## src/rtl/fadd_norm_shifter.sv

```systemverilog
// Post-add normalization: left-shifts the raw mantissa sum by the
// leading-zero count, at most STEP bits per cycle, clamping at denormal.
module fadd_norm_shifter #(
    parameter int WIDTH = 25,
    parameter int EXP_W = 8,
    parameter int STEP  = 8
) (
    input  logic                       clk,
    input  logic                       rst,
    input  logic                       in_valid,
    output logic                       in_ready,
    input  logic [WIDTH-1:0]           in_mant,
    input  logic [EXP_W-1:0]           in_exp,
    input  logic [$clog2(WIDTH):0]     in_lzc,
    output logic                       out_valid,
    input  logic                       out_ready,
    output logic [WIDTH-1:0]           out_mant,
    output logic [EXP_W-1:0]           out_exp,
    output logic                       out_zero,
    output logic                       out_denorm
);

    localparam int LW = $clog2(WIDTH) + 1;
    localparam int CW = ((EXP_W > LW) ? EXP_W : LW) + 1;
    localparam logic [LW-1:0] STEP_L  = LW'(STEP);
    localparam logic [LW-1:0] WIDTH_L = LW'(WIDTH);

    typedef enum logic [1:0] {IDLE, SHIFT, DONE} state_t;

    state_t state, state_nx;

    logic [WIDTH-1:0] work_mant;
    logic [LW-1:0]    rem;
    logic [EXP_W-1:0] pend_exp;
    logic             pend_zero;
    logic             pend_den;

    logic             accept;
    logic [WIDTH-1:0] acc_mant;
    logic [EXP_W-1:0] acc_exp;
    logic [LW-1:0]    acc_sh;
    logic             acc_zero;
    logic             acc_den;
    logic [CW-1:0]    lzc_c;
    logic [CW-1:0]    exp_c;

    logic [LW-1:0]    amt;
    logic [WIDTH-1:0] shifted;
    logic             last_shift;

    assign accept = in_valid && in_ready;
    assign lzc_c  = CW'(in_lzc);
    assign exp_c  = CW'(in_exp);

    // Decode shift amount and result class at accept; exponent never wraps.
    always_comb begin
        acc_mant = in_mant;
        acc_exp  = '0;
        acc_sh   = '0;
        acc_zero = 1'b0;
        acc_den  = 1'b0;
        if (in_lzc == WIDTH_L) begin
            acc_zero = 1'b1;
            acc_mant = '0;
        end else if (in_exp == '0) begin
            acc_den = 1'b1;
        end else if (lzc_c < exp_c) begin
            acc_sh  = in_lzc;
            acc_exp = in_exp - EXP_W'(in_lzc);
        end else begin
            acc_sh  = LW'(in_exp - 1'b1);
            acc_den = 1'b1;
        end
    end

    assign amt        = (rem > STEP_L) ? STEP_L : rem;
    assign shifted    = work_mant << amt;
    assign last_shift = (rem == amt);

    always_ff @(posedge clk or posedge rst) begin
        if (rst) begin
            state <= IDLE;
        end else begin
            state <= state_nx;
        end
    end

    always_comb begin
        state_nx = state;
        unique case (state)
            IDLE: begin
                if (accept) begin
                    state_nx = (acc_sh != '0) ? SHIFT : DONE;
                end
            end
            SHIFT: begin
                if (last_shift) begin
                    state_nx = DONE;
                end
            end
            DONE: begin
                if (out_ready) begin
                    state_nx = IDLE;
                end
            end
            default: state_nx = IDLE;
        endcase
    end

    always_comb begin
        in_ready  = (state == IDLE) && !rst;
        out_valid = (state == DONE);
    end

    // Results only reach the output registers when entering DONE.
    always_ff @(posedge clk or posedge rst) begin
        if (rst) begin
            work_mant  <= '0;
            rem        <= '0;
            pend_exp   <= '0;
            pend_zero  <= 1'b0;
            pend_den   <= 1'b0;
            out_mant   <= '0;
            out_exp    <= '0;
            out_zero   <= 1'b0;
            out_denorm <= 1'b0;
        end else if (state == IDLE) begin
            if (accept) begin
                work_mant <= acc_mant;
                rem       <= acc_sh;
                pend_exp  <= acc_exp;
                pend_zero <= acc_zero;
                pend_den  <= acc_den;
                if (acc_sh == '0) begin
                    out_mant   <= acc_mant;
                    out_exp    <= acc_exp;
                    out_zero   <= acc_zero;
                    out_denorm <= acc_den;
                end
            end
        end else if (state == SHIFT) begin
            work_mant <= shifted;
            rem       <= rem - amt;
            if (last_shift) begin
                out_mant   <= shifted;
                out_exp    <= pend_exp;
                out_zero   <= pend_zero;
                out_denorm <= pend_den;
            end
        end
    end

endmodule
```

## config.mk

```make
export PLATFORM = sky130hd
export DESIGN_NAME = fadd_norm_shifter
export DESIGN_NICKNAME = d
export VERILOG_FILES = /design/src/rtl/fadd_norm_shifter.sv
export SDC_FILE = /design/constraint.sdc
export NUM_CORES = 1
export LEC_CHECK = 0
export BUFFER_PORTS_ARGS = -buffer_cell sky130_fd_sc_hd__buf_2
export CAP_MARGIN = 20
export CORE_MARGIN = 8
export CORE_UTILIZATION = 49
export CTS_CLUSTER_DIAMETER = 120
export CTS_CLUSTER_SIZE = 12
export DETAILED_ROUTE_END_ITERATION = 8
export PLACE_DENSITY_LB_ADDON = 0.12
export SLEW_MARGIN = 30
export SYNTH_ARGS = -nofsm -noshare
export SYNTH_HDL_FRONTEND = slang
export SYNTH_SLANG_ARGS = --single-unit
export TNS_END_PERCENT = 5
```

## constraint.sdc

```tcl
create_clock -name clk -period 2.7 [get_ports clk]
set_clock_uncertainty 0.15 [all_clocks]
set_input_delay 0.27 -clock clk [delete_from_list [all_inputs] [get_ports clk]]
set_output_delay 0.27 -clock clk [all_outputs]
set_load 0.005 [all_outputs]
```

==> results by group, run 1 <==
Run status
  • Status: complete, but fails checks
  • Failing checks: negative hold slack

Clock tree
  • CTS tree: yes
  • Clock sinks: 78
  • Root Driver: clkbuf_8
  • Clock buffer depth: 2
  • Clock latency at the later pin of the worst-skew pair: 360 ps
  • Reg clk slew, reported paths: 90 ps
  • Hold-fix buffers, CTS: 0
  • Total CTS buffers: 9
  • H-tree depth: 3

Global route
  • Vias in the first global route: 4957
  • First-pass GRT wire length: 26180 um
  • Largest net degree at the start of global routing: 79
  • Aggregate global-route resource usage: 22.76%
  • Initial antenna violation count: 0
  • Overflow after GRT: 0

Yosys
  • Synth top area cells: dfrtp_1, mux2i_1, mux2_2
  • Synth Area per Inst: 9.255 um2
  • Post-synth top flop: dfrtp_1
  • Warnings, synthesis: 0
  • Distinct cells, synth: 65
  • Number of synthesized flops with an enable pin: 0
  • Post-synthesis register bit count: 78
  • Mapped Nets: 615
  • Synth Instances: 562
  • Synth top cells by count: dfrtp_1, nand2_1, nor2_1, mux2i_1, a21oi_1
  • Cell taking the most area after synthesis: dfrtp_1
  • Top-count cell post-synth: dfrtp_1
  • Ys async rst share: 100.0%
  • Post-Syn Area: 0.005201 mm2
  • Sequential-to-total area share from yosys stat: 37.53%
  • Share of the synthesized area in the top cell type: 37.53%

Timing
  • RSZ-0062 raised after global routing: yes
  • Final-report setup violation count: 0
  • Final setup margin: 48.47 ps
  • Min Clock Period, post-route: 2652 ps
  • Final period utilization: 98.20%
  • Max-slew violations: 0
  • Hold WS: -12.97 ps
  • Slew @ Worst Pin: 942.1 ps
  • FMAX: 0.3771 GHz
  • Slew margin rel.: 36.96%
  • Final hold violation count: 40

Detailed routing
  • DRT Pass-1 Iters: 5
  • WL met3: 1059 um
  • Post-route antenna net violation count: 0
  • Initial drt markers: 537
  • Per-cell routed wire length: 19.64 um
  • Drc violations: 0
  • WL met1: 7464 um
  • WL final: 16240 um
  • Top routing layer in use: met4
  • Via density: 6.000
  • Via count: 4962
  • Met2 Wirelength: 7224 um

Pwr
  • Psw: 3.332 mW
  • Worst VDD drop: 535.2 uV
  • Clock share of power: 14.1%
  • Power density over the cells: 1201 mW/mm2
  • Pint: 4.402 mW
  • Power share of the combinational group: 56.6%
  • Switching Share: 43.08%
  • Seq pwr share: 29.3%
  • P_leak: 3.082 nW
  • Final Power: 7.734 mW

Cells and area
  • Final net count: 739
  • Area Overhead vs Synth: 23.77%
  • Post-Layout Cell Count: 827
  • Layout cells sized above 1: 31.98%
  • Area of the multi-input gates: 0.002974 mm2
  • Reg area: 0.001952 mm2
  • Fin area: 0.006437 mm2
  • Fill cell count: 932
  • # diodes: 0

Placement
  • Placed insts: 809
  • Dpl cell area: 0.006132 mm2
  • Hpwl dp: 12380 um
  • Setup slack at placement: -132.9 ps
  • Port Buf Inserts: 79
  • Final Wtd Congestion: 0.9466

Worst setup path
  • Data required, critical path: 2790 ps
  • Critical Path End Type: flop
  • Setup CP Type: flop to flop
  • Critical path arrival: 2740 ps
  • Worst Reg-to-Reg Cells: 8
  • Critical path startpoint category: flop
  • Critical-path maximum fanout: 19

Job
  • Max_cap viols: 0

Floorplanning
  • Die Span Y: 119.0 um
  • Initial core utilization: 50.38%
  • Die ar.: 0.01417 mm2
  • # IOs: 80
  • Site row count: 37
  • Die W: 119.0 um
  • Placeable Area: 0.01032 mm2

Min path
  • Hold Crit Class: primary input to async pin
[per-stage QoR]
step / TNS, ps / utilization (%)
detailed placement: -2497 / 59.40
floorplan: -467.4 / -
CTS: 0 / 61.82
finish: 0 / 62.36
global route: -132.5 / 62.36
global placement: -646.3 / 59.40
[worst max-delay path: stages, from the launching register on]
cell and delay (ps):
dfrtp_1 410, or4b_4 720, buf_4 220, mux2i_2 200, buf_4 140, a221oi_1 70
a222oi_1 380, buf_4 180, a21oi_1 50
[layer usage]
metal  global-route usage (%)  vias up
met3                    4.110       42
met2                    35.41      219
met4                    9.960        0
li1                         -     2309
met5                        0        -
met1                    30.37     2392
[flip-flops by register name, summed over array words and instances (netlist names)]
register and cells:
pend_exp 8, state 2, rem 6, pend_den 1
out_exp 8, out_zero 1, out_mant 25, work_mant 25
out_denorm 1, pend_zero 1
[cell usage in the layout, fill, tap and decap left out, types with 6 or more instances in the layout]
cell type and count:
nand2_1 57, o31ai_1 6, xnor2_1 6, nor3_1 14, a21oi_1 37, buf_4 66
mux2i_1 46, inv_1 30, mux2_2 29, nand3_1 14, clkbuf_8 9, o22ai_1 6
buf_2 79, a31oi_1 6, o21ai_0 20, nor2_1 50, dfrtp_1 78, a221oi_1 8
a22o_1 7, ha_1 9, a22oi_1 9
[cell type report]
class                      instances  area share [%]
inverter                          32           1.924
multi-input combinational        415           46.20
tap                              136           2.643
clock inverter                     7           1.866
timing repair buffer             150           15.12
clock buffer                       9           1.924
sequential                        78           30.32
[path summary, 6_finish.rpt]
path	startpoint	slack [ps]	to
min in group clk	out_ready	40	state[1]
max reg2reg	rem[3]	50	work_mant[22]
min reg2reg	pend_exp[6]	340	pend_exp[6]
max in group asynchronous	rst	1940	work_mant[12]
max	rem[3]	50	work_mant[22]
min	rst	-10	work_mant[7]
[kinds of logic (layout without fill, tap and decap cells)]
kind of cell	Yosys count	count (layout)	synth area share [%]
and+or+nand+nor	167	167	14.77
adders and majority gates	10	10	2.550
other	1	1	0.07210
xor gates and xnor gates	8	8	1.347
AOI/OAI and AO/OA	143	143	18.74
buffers and inverters	69	198	6.326
muxes	86	86	18.67
DFF	78	78	37.53
[power by group through the flow]
stage                     combinational, mW  clock, mW  sequential [mW]
after CTS                              4.32       1.10             2.24
after detailed placement               4.29          0             2.26
final                                  4.38       1.09             2.27
after global routing                   4.79       1.14             2.33
after floorplan                        2.71          0             2.13
after global placement                 4.23          0             2.24
[timing repair]
| item | 4_1_cts | 5_1_grt |
|---|---|---|
| resized for setup | 1 | 9 |
| pin swaps | 0 | 1 |
| setup endpoints to repair | 2 | 19 |
| setup buffers | 0 | 2 |
(Power assumes the default switching activity.)
==> inputs of run 2 (changes only) <==
--- a/config.mk
+++ b/config.mk
@@ -5,6 +5,7 @@
 export SDC_FILE = /design/constraint.sdc
 export NUM_CORES = 1
 export LEC_CHECK = 0
+export ABC_AREA = 1
 export BUFFER_PORTS_ARGS = -buffer_cell sky130_fd_sc_hd__buf_2
 export CAP_MARGIN = 20
 export CORE_MARGIN = 8
@@ -13,7 +14,7 @@
 export CTS_CLUSTER_SIZE = 12
 export DETAILED_ROUTE_END_ITERATION = 8
 export PLACE_DENSITY_LB_ADDON = 0.12
-export SLEW_MARGIN = 30
+export SLEW_MARGIN = 20
 export SYNTH_ARGS = -nofsm -noshare
 export SYNTH_HDL_FRONTEND = slang
 export SYNTH_SLANG_ARGS = --single-unit
==> run 2 against run 1 <==
Net effect: critical path type unchanged; the run now ends clean; setup slack improved by 230 ps; via count increased by 5.8%; global-route usage decreased by 0.66 points; critical endpoint is now out_mant[11].
==> results by group, run 2 <==
Run status
  • Status: finished, final reports clean

Min path
  • Hold Crit Class: primary input to flop
  • WHS Path Cells: 4
  • Hold Startpoint: out_ready
  • Worst Hold End: state[1]

Yosys
  • Post-Syn Area: 0.005144 mm2 (-1.1%)
  • Synth top area cells: dfrtp_1, nand2_1, nand3_1
  • Warnings, synthesis: 0 (unchanged)
  • Top-count cell post-synth: nand2_1
  • Synth Area per Inst: 6.654 um2 (-28%)
  • Sequential-to-total area share from yosys stat: 37.95% (+0.42 points)
  • Post-synth top flop: dfrtp_1
  • Cell taking the most area after synthesis: dfrtp_1
  • Share of the synthesized area in the top cell type: 37.95% (+0.42 points)
  • Synth top cells by count: nand2_1, nand3_1, dfrtp_1, o21ai_0, inv_1
  • Number of synthesized flops with an enable pin: 0 (unchanged)
  • Post-synthesis register bit count: 78 (unchanged)
  • Ys async rst share: 100.0% (unchanged)
  • Synth Instances: 773 (+38%)
  • Distinct cells, synth: 32 (-51%)
  • Mapped Nets: 826 (+34%)

Worst setup path
  • Critical R2R Capture: out_mant[11]
  • Data required, critical path: 2840 ps (+50 ps)
  • Critical path arrival: 2560 ps (-180 ps)
  • Critical Path End Type: flop
  • Critical path startpoint category: flop
  • Critical-path maximum fanout: 12 (-7)
  • Worst Reg-to-Reg Cells: 11 (+3)
  • Register-to-register setup slack: 280 ps (+230 ps)
  • Setup CP Type: flop to flop
  • Worst r2r src: rem[5]

Placement
  • Final Wtd Congestion: 0.9130 (-3.5%)
  • Hpwl dp: 11840 um (-4.4%)
  • Setup slack at placement: -39.14 ps (+93.80 ps)
  • Port Buf Inserts: 79 (unchanged)

Global route
  • Met1 Resource Use GR: 26.90% (-3.5 points)
  • Met3 GRT Util: 4.379% (+0.27 points)
  • Aggregate global-route resource usage: 22.10% (-0.66 points)
  • Met2 GRT Util: 37.34% (+1.9 points)
  • Vias in the first global route: 5180 (+4.5%)
  • Largest net degree at the start of global routing: 53 (-33%)
  • Initial antenna violation count: 0 (unchanged)
  • First-pass GRT wire length: 25480 um (-2.7%)
  • Overflow after GRT: 0 (unchanged)
  • Top Usage Layer GRT: met2

Clock tree
  • H-tree depth: 3 (unchanged)
  • Root Driver: clkbuf_8
  • Clock buffer depth: 2 (unchanged)
  • Post-CTS setup buffer count: 0 (unchanged)
  • Hold-fix buffers, CTS: 1 (+1)
  • Clock latency at the later pin of the worst-skew pair: 350 ps (about the same)
  • CTS tree: yes
  • Total CTS buffers: 9 (unchanged)
  • Post-CTS Resized: 0 (-1)
  • Clock sinks: 78 (unchanged)
  • Reg clk slew, reported paths: 80 ps (about the same)

Detailed routing
  • Via density: 5.314 (-11%)
  • Via count: 5250 (+5.8%)
  • WL final: 15250 um (-6.1%)
  • Per-cell routed wire length: 15.44 um (-21%)
  • Initial drt markers: 402 (-25%)
  • DRT Pass-1 Iters: 5 (unchanged)
  • Post-route antenna net violation count: 0 (unchanged)
  • Drc violations: 0 (unchanged)

Cells and area
  • Final net count: 901 (+22%)
  • Commonest non-fill, non-tap cell in the layout: nand2_1
  • Fill cell count: 1050 (+13%)
  • Layout cells sized above 1: 16.43% (-16 points)
  • Largest regs: out_mant x25, work_mant x25
  • Area Overhead vs Synth: 13.94%
  • Final Core Density: 57.02% (-5.3 points)
  • Most frequent cells in the layout: nand2_1, nand3_1, buf_2
  • # diodes: 0 (unchanged)

Job
  • Max_cap viols: 0 (unchanged)

Timing
  • FMAX: 0.4133 GHz (+9.6%)
  • RSZ-0062 raised after global routing: no
  • Final hold violation count: 0 (-100%)
  • Final period utilization: 89.61% (-8.6 points)
  • Min Clock Period, post-route: 2419 ps (-232.1 ps)
  • Max-slew violations: 0 (unchanged)
  • Slew margin rel.: 60.24% (+23 points)
  • Slew @ Worst Pin: 595.5 ps (-346.6 ps)
  • Hold WS: 56.47 ps (+69.44 ps)
  • Final-report setup violation count: 0 (unchanged)
  • Final setup margin: 280.6 ps (+232.1 ps)

Floorplanning
  • Placeable Area: 0.01028 mm2 (-0.45%)
  • Die ar.: 0.01403 mm2 (-0.96%)
  • Site row count: 37 (unchanged)
  • # IOs: 80 (unchanged)
  • Die Span Y: 118.5 um (-0.48%)
  • Initial core utilization: 50.05% (-0.33 points)
  • Die W: 118.5 um (-0.48%)

Pwr
  • P_leak: 3.237 nW (+5.1%)
  • Worst VDD drop: 697.4 uV (+30%)
  • Power density over the cells: 1152 mW/mm2 (-4.1%)
[run 2: kinds of logic (layout without fill, tap and decap cells)]
group                      after synthesis  count (layout)  synth area share (%)
buffers and inverters                  100             179                 8.295
DFF                                     78              78                 37.95
and+or+nand+nor                        491             491                 41.21
xor gates and xnor gates                 5               5                0.8515
adders and majority gates               10              10                 2.579
AOI/OAI and AO/OA                       88              88                 9.049
other                                    1               1               0.07290
[run 2: worst max-delay path by stage]
| stage | from | end | cells after the start |
|---|---|---|---|
| floorplan | rst | out_denorm | 1 |
| global placement | in_exp[0] | out_mant[21] | 19 |
| detailed placement | in_exp[0] | out_mant[11] | 19 |
| CTS | rem[5] | out_mant[11] | 11 |
| global route | in_exp[0] | out_mant[20] | 19 |
| finish | rem[5] | out_mant[11] | 11 |
[run 2: report_power, final]
part | switching, mW | total, mW | internal, mW
clock network | 0.431 | 0.763 | 0.332
logic | 2.73 | 4.02 | 1.29
registers | 0.286 | 1.97 | 1.68
[run 2: worst max-delay path, cell delays in order (launching register included)]
cell	delay [ps]
dfrtp_1	410
nor2_4	170
nand3_2	140
buf_4	200
inv_1	160
nand2_1	70
o21ai_0	130
nand2_1	110
and2_1	190
o211ai_1	390
nand3_1	140
nand2_1	90
[run 2: metal layers]
layer,share of wire (%),vias up,wire length (um)
li1,-,2654,-
met1,43,2402,6602
met2,48,165,7285
met3,5.8,29,881
met4,3.2,0,482
met5,0,-,0
[run 2: area by class of cell]
| cell class | count | area, um2 | area share, % |
|---|---|---|---|
| clock inverters | 5 | 36.28 | 0.6191 |
| multi-input cells | 595 | 2765 | 47.18 |
| inverters | 67 | 251.5 | 4.291 |
| well taps | 136 | 170.2 | 2.903 |
| repair buffers | 97 | 558.0 | 9.522 |
| flip-flops and latches | 78 | 1952 | 33.30 |
| clock buffers | 10 | 127.6 | 2.178 |
[run 2: through the flow]
stage | area [um2] | total power [mW] | instances | TNS (ps)
finish | 5861 | 6.749 | 988 | 0
global route | 5861 | 7.401 | 988 | 0
CTS | 5861 | 6.788 | 988 | 0
detailed placement | 5687 | 5.998 | 972 | -542.4
global placement | 5687 | 5.942 | 972 | 0
floorplan | 5144 | 4.764 | 773 | 0
==> inputs of run 3 (changes only) <==
--- a/config.mk
+++ b/config.mk
@@ -13,6 +13,7 @@
 export CTS_CLUSTER_DIAMETER = 120
 export CTS_CLUSTER_SIZE = 12
 export DETAILED_ROUTE_END_ITERATION = 8
+export MAX_ROUTING_LAYER = met4
 export PLACE_DENSITY_LB_ADDON = 0.12
 export SLEW_MARGIN = 20
 export SYNTH_ARGS = -nofsm -noshare
==> run 3 against run 2 <==
Net effect: sequential cell count unchanged; count of clock-buffer cells in the layout decreased by 1; critical path type is now primary input to flop; sequential power about the same; largest cell class unchanged.
==> results by group, run 3 (synthesized netlist as in run 2, its figures left out) <==
Detailed routing
  • Via density: 5.377 (+1.2%)
  • Post-route antenna net violation count: 0 (unchanged)
  • Drc violations: 0 (unchanged)
  • WL final: 15650 um (+2.6%)
  • Per-cell routed wire length: 15.84 um (+2.6%)
  • Initial drt markers: 414 (+3.0%)
  • Via count: 5312 (+1.2%)
  • DRT Pass-1 Iters: 5 (unchanged)

Cells and area
  • Final net count: 900 (-0.11%)
  • Area of the multi-input gates: 0.002765 mm2 (unchanged)
  • Fill cell count: 1057 (+0.67%)
  • Reg area: 0.001952 mm2 (unchanged)
  • Post-Layout Cell Count: 988 (unchanged)
  • # diodes: 0 (unchanged)
  • Largest regs: out_mant x25, work_mant x25
  • Final Core Density: 57.45% (+0.43 points)
  • Fin area: 0.005904 mm2 (+0.75%)
  • Commonest non-fill, non-tap cell in the layout: nand2_1
  • Layout cells sized above 1: 16.55% (+0.12 points)
  • Most frequent cells in the layout: nand2_1, nand3_1, buf_2
  • Area Overhead vs Synth: 14.79%

Timing
  • Slew margin rel.: 66.34% (+6.1 points)
  • RSZ-0062 raised after global routing: no
  • Max-slew violations: 0 (unchanged)
  • Final setup margin: 303.3 ps (+22.72 ps)
  • Min Clock Period, post-route: 2397 ps (-22.71 ps)
  • Slew @ Worst Pin: 504.2 ps (-91.30 ps)
  • FMAX: 0.4172 GHz (+0.95%)
  • Setup TNS Final: 0 ps (unchanged)
  • Final hold violation count: 0 (unchanged)
  • Final period utilization: 88.77% (-0.84 points)
  • Hold WS: 24.69 ps (-31.78 ps)
  • Final-report setup violation count: 0 (unchanged)

Worst setup path
  • Critical-path maximum fanout: 36 (+24)
  • Critical path startpoint category: primary input
  • Worst r2r src: rem[5]
  • Worst Reg-to-Reg Cells: 11 (unchanged)
  • CP top delay family: simple AND/OR/NAND/NOR gates
  • Critical-path top delay cell: fa_1
  • Critical Path End Type: flop
  • Critical path arrival: 2510 ps (-50 ps)
  • Worst path depth: 19 (+8)
  • Register-to-register setup slack: 340 ps (+60 ps)
  • Data required, critical path: 2820 ps (-20 ps)
  • Critical-path cell list: buf_2 -> inv_1 -> ha_1 -> inv_1 -> fa_1 -> nand2_1 -> nand2_2 -> nand3_2 -> nand2_2 -> nand2_4 -> nand2_1 -> nand3_1 -> nand2_1 -> nor2_2 -> nand2_2 -> nand2_4 -> nand2_4 -> nand2_1 -> nand2_1
  • Max incr delay on CP: 370 ps (-40 ps)
  • CP most frequent cell: nand2_1
  • Setup CP Type: primary input to flop
  • Critical Path Source: in_exp[0]
  • Critical R2R Capture: out_mant[11]
  • Worst path buffer plus inverter count: 3 (+1)

Placement
  • Setup slack at placement: -84.34 ps (-45.19 ps)
  • Hpwl dp: 12130 um (+2.5%)
  • Final Wtd Congestion: 0.9174 (+0.48%)
  • Dpl cell area: 0.005692 mm2 (about the same)
  • Port Buf Inserts: 79 (unchanged)
  • Placed insts: 971 (-0.10%)

Clock tree
  • Total CTS buffers: 9 (unchanged)
  • Clock latency at the later pin of the worst-skew pair: 370 ps (+20 ps)
  • Root Driver: clkbuf_8
  • Post-CTS Resized: 0 (unchanged)
  • Clock sinks: 78 (unchanged)
  • Clock buffer depth: 2 (unchanged)
  • CTS tree: yes
  • H-tree depth: 3 (unchanged)
  • Reg clk slew, reported paths: 90 ps (about the same)
  • Post-CTS setup buffer count: 0 (unchanged)

Floorplanning
  • Initial core utilization: 50.05% (unchanged)
  • Die Span Y: 118.5 um (unchanged)
  • Placeable Area: 0.01028 mm2 (unchanged)
  • Die W: 118.5 um (unchanged)
  • # IOs: 80 (unchanged)
  • Die ar.: 0.01403 mm2 (unchanged)
  • Site row count: 37 (unchanged)

Min path
  • Worst Hold End: state[1]
  • Hold Startpoint: out_ready
  • WHS Path Cells: 4 (unchanged)
  • Hold Crit Class: primary input to flop

Pwr
  • Worst VDD drop: 641.0 uV (-8.1%)
  • Power density over the cells: 1177 mW/mm2 (+2.2%)
  • P_leak: 3.258 nW (+0.65%)
  • Final Power: 6.951 mW (+3.0%)

Global route
  • Aggregate global-route resource usage: 23.16% (+1.1 points)
  • Largest net degree at the start of global routing: 45 (-15%)
  • First-pass GRT wire length: 25710 um (+0.89%)
  • Vias in the first global route: 5223 (+0.83%)
  • Initial antenna violation count: 0 (unchanged)
  • Overflow after GRT: 0 (unchanged)

Run status
  • Status: finished, final reports clean

Job
  • Max_cap viols: 0 (unchanged)
## run 3: cell count changes in the layout (fill, tap and decap cells not counted), sizes merged
| cell | before | now |
|---|---|---|
| buf | 96 | 95 |
| bufinv | 0 | 1 |
| clkbuf | 10 | 9 |
| clkinv | 6 | 5 |
| inv | 66 | 68 |
## run 3: power by group
group | switching [mW] | internal (mW) | total [mW] | leakage [nW]
sequential | 0.297 | 1.68 | 1.98 | 0.991
clock | 0.489 | 0.438 | 0.927 | 0.105
combinational | 2.75 | 1.30 | 4.04 | 2.16
total | 3.53 | 3.42 | 6.95 | 3.26
## run 3: worst max-delay path by stage
stage | end | slack, ps
floorplan | out_denorm | 280
global placement | out_exp[1] | 10
detailed placement | out_mant[8] | -80
CTS | out_mant[8] | 320
global route | out_mant[8] | 60
finish | out_mant[8] | 300
## run 3: cell type report
type	count	area share (%)
multi-input combinational	595	46.83
inverter	67	4.259
timing repair buffer	96	9.536
clock buffer	9	2.098
sequential	78	33.06
clock inverter	7	1.335
tap	136	2.882
## run 3: per-layer routing
metal	part of all wire [%]	track usage (%)	wire length, um	vias to the layer above
met4	3.8	10.91	596	0
met1	43	27.00	6691	2461
met5	0	-	0	-
li1	-	-	-	2644
met3	5.8	4.998	900	40
met2	48	37.55	7459	167
## run 3: tightest hold or removal path, delay by kind of cell
| family | cells | cell delay (ps) |
|---|---|---|
| buffers and inverters | 2 | 100 |
| and+or+nand+nor | 2 | 140 |
## run 3: timing repair
action,in CTS,in global routing
endpoints found under the hold margin,20,0
hold buffers,1,0
setup endpoints to repair,0,0
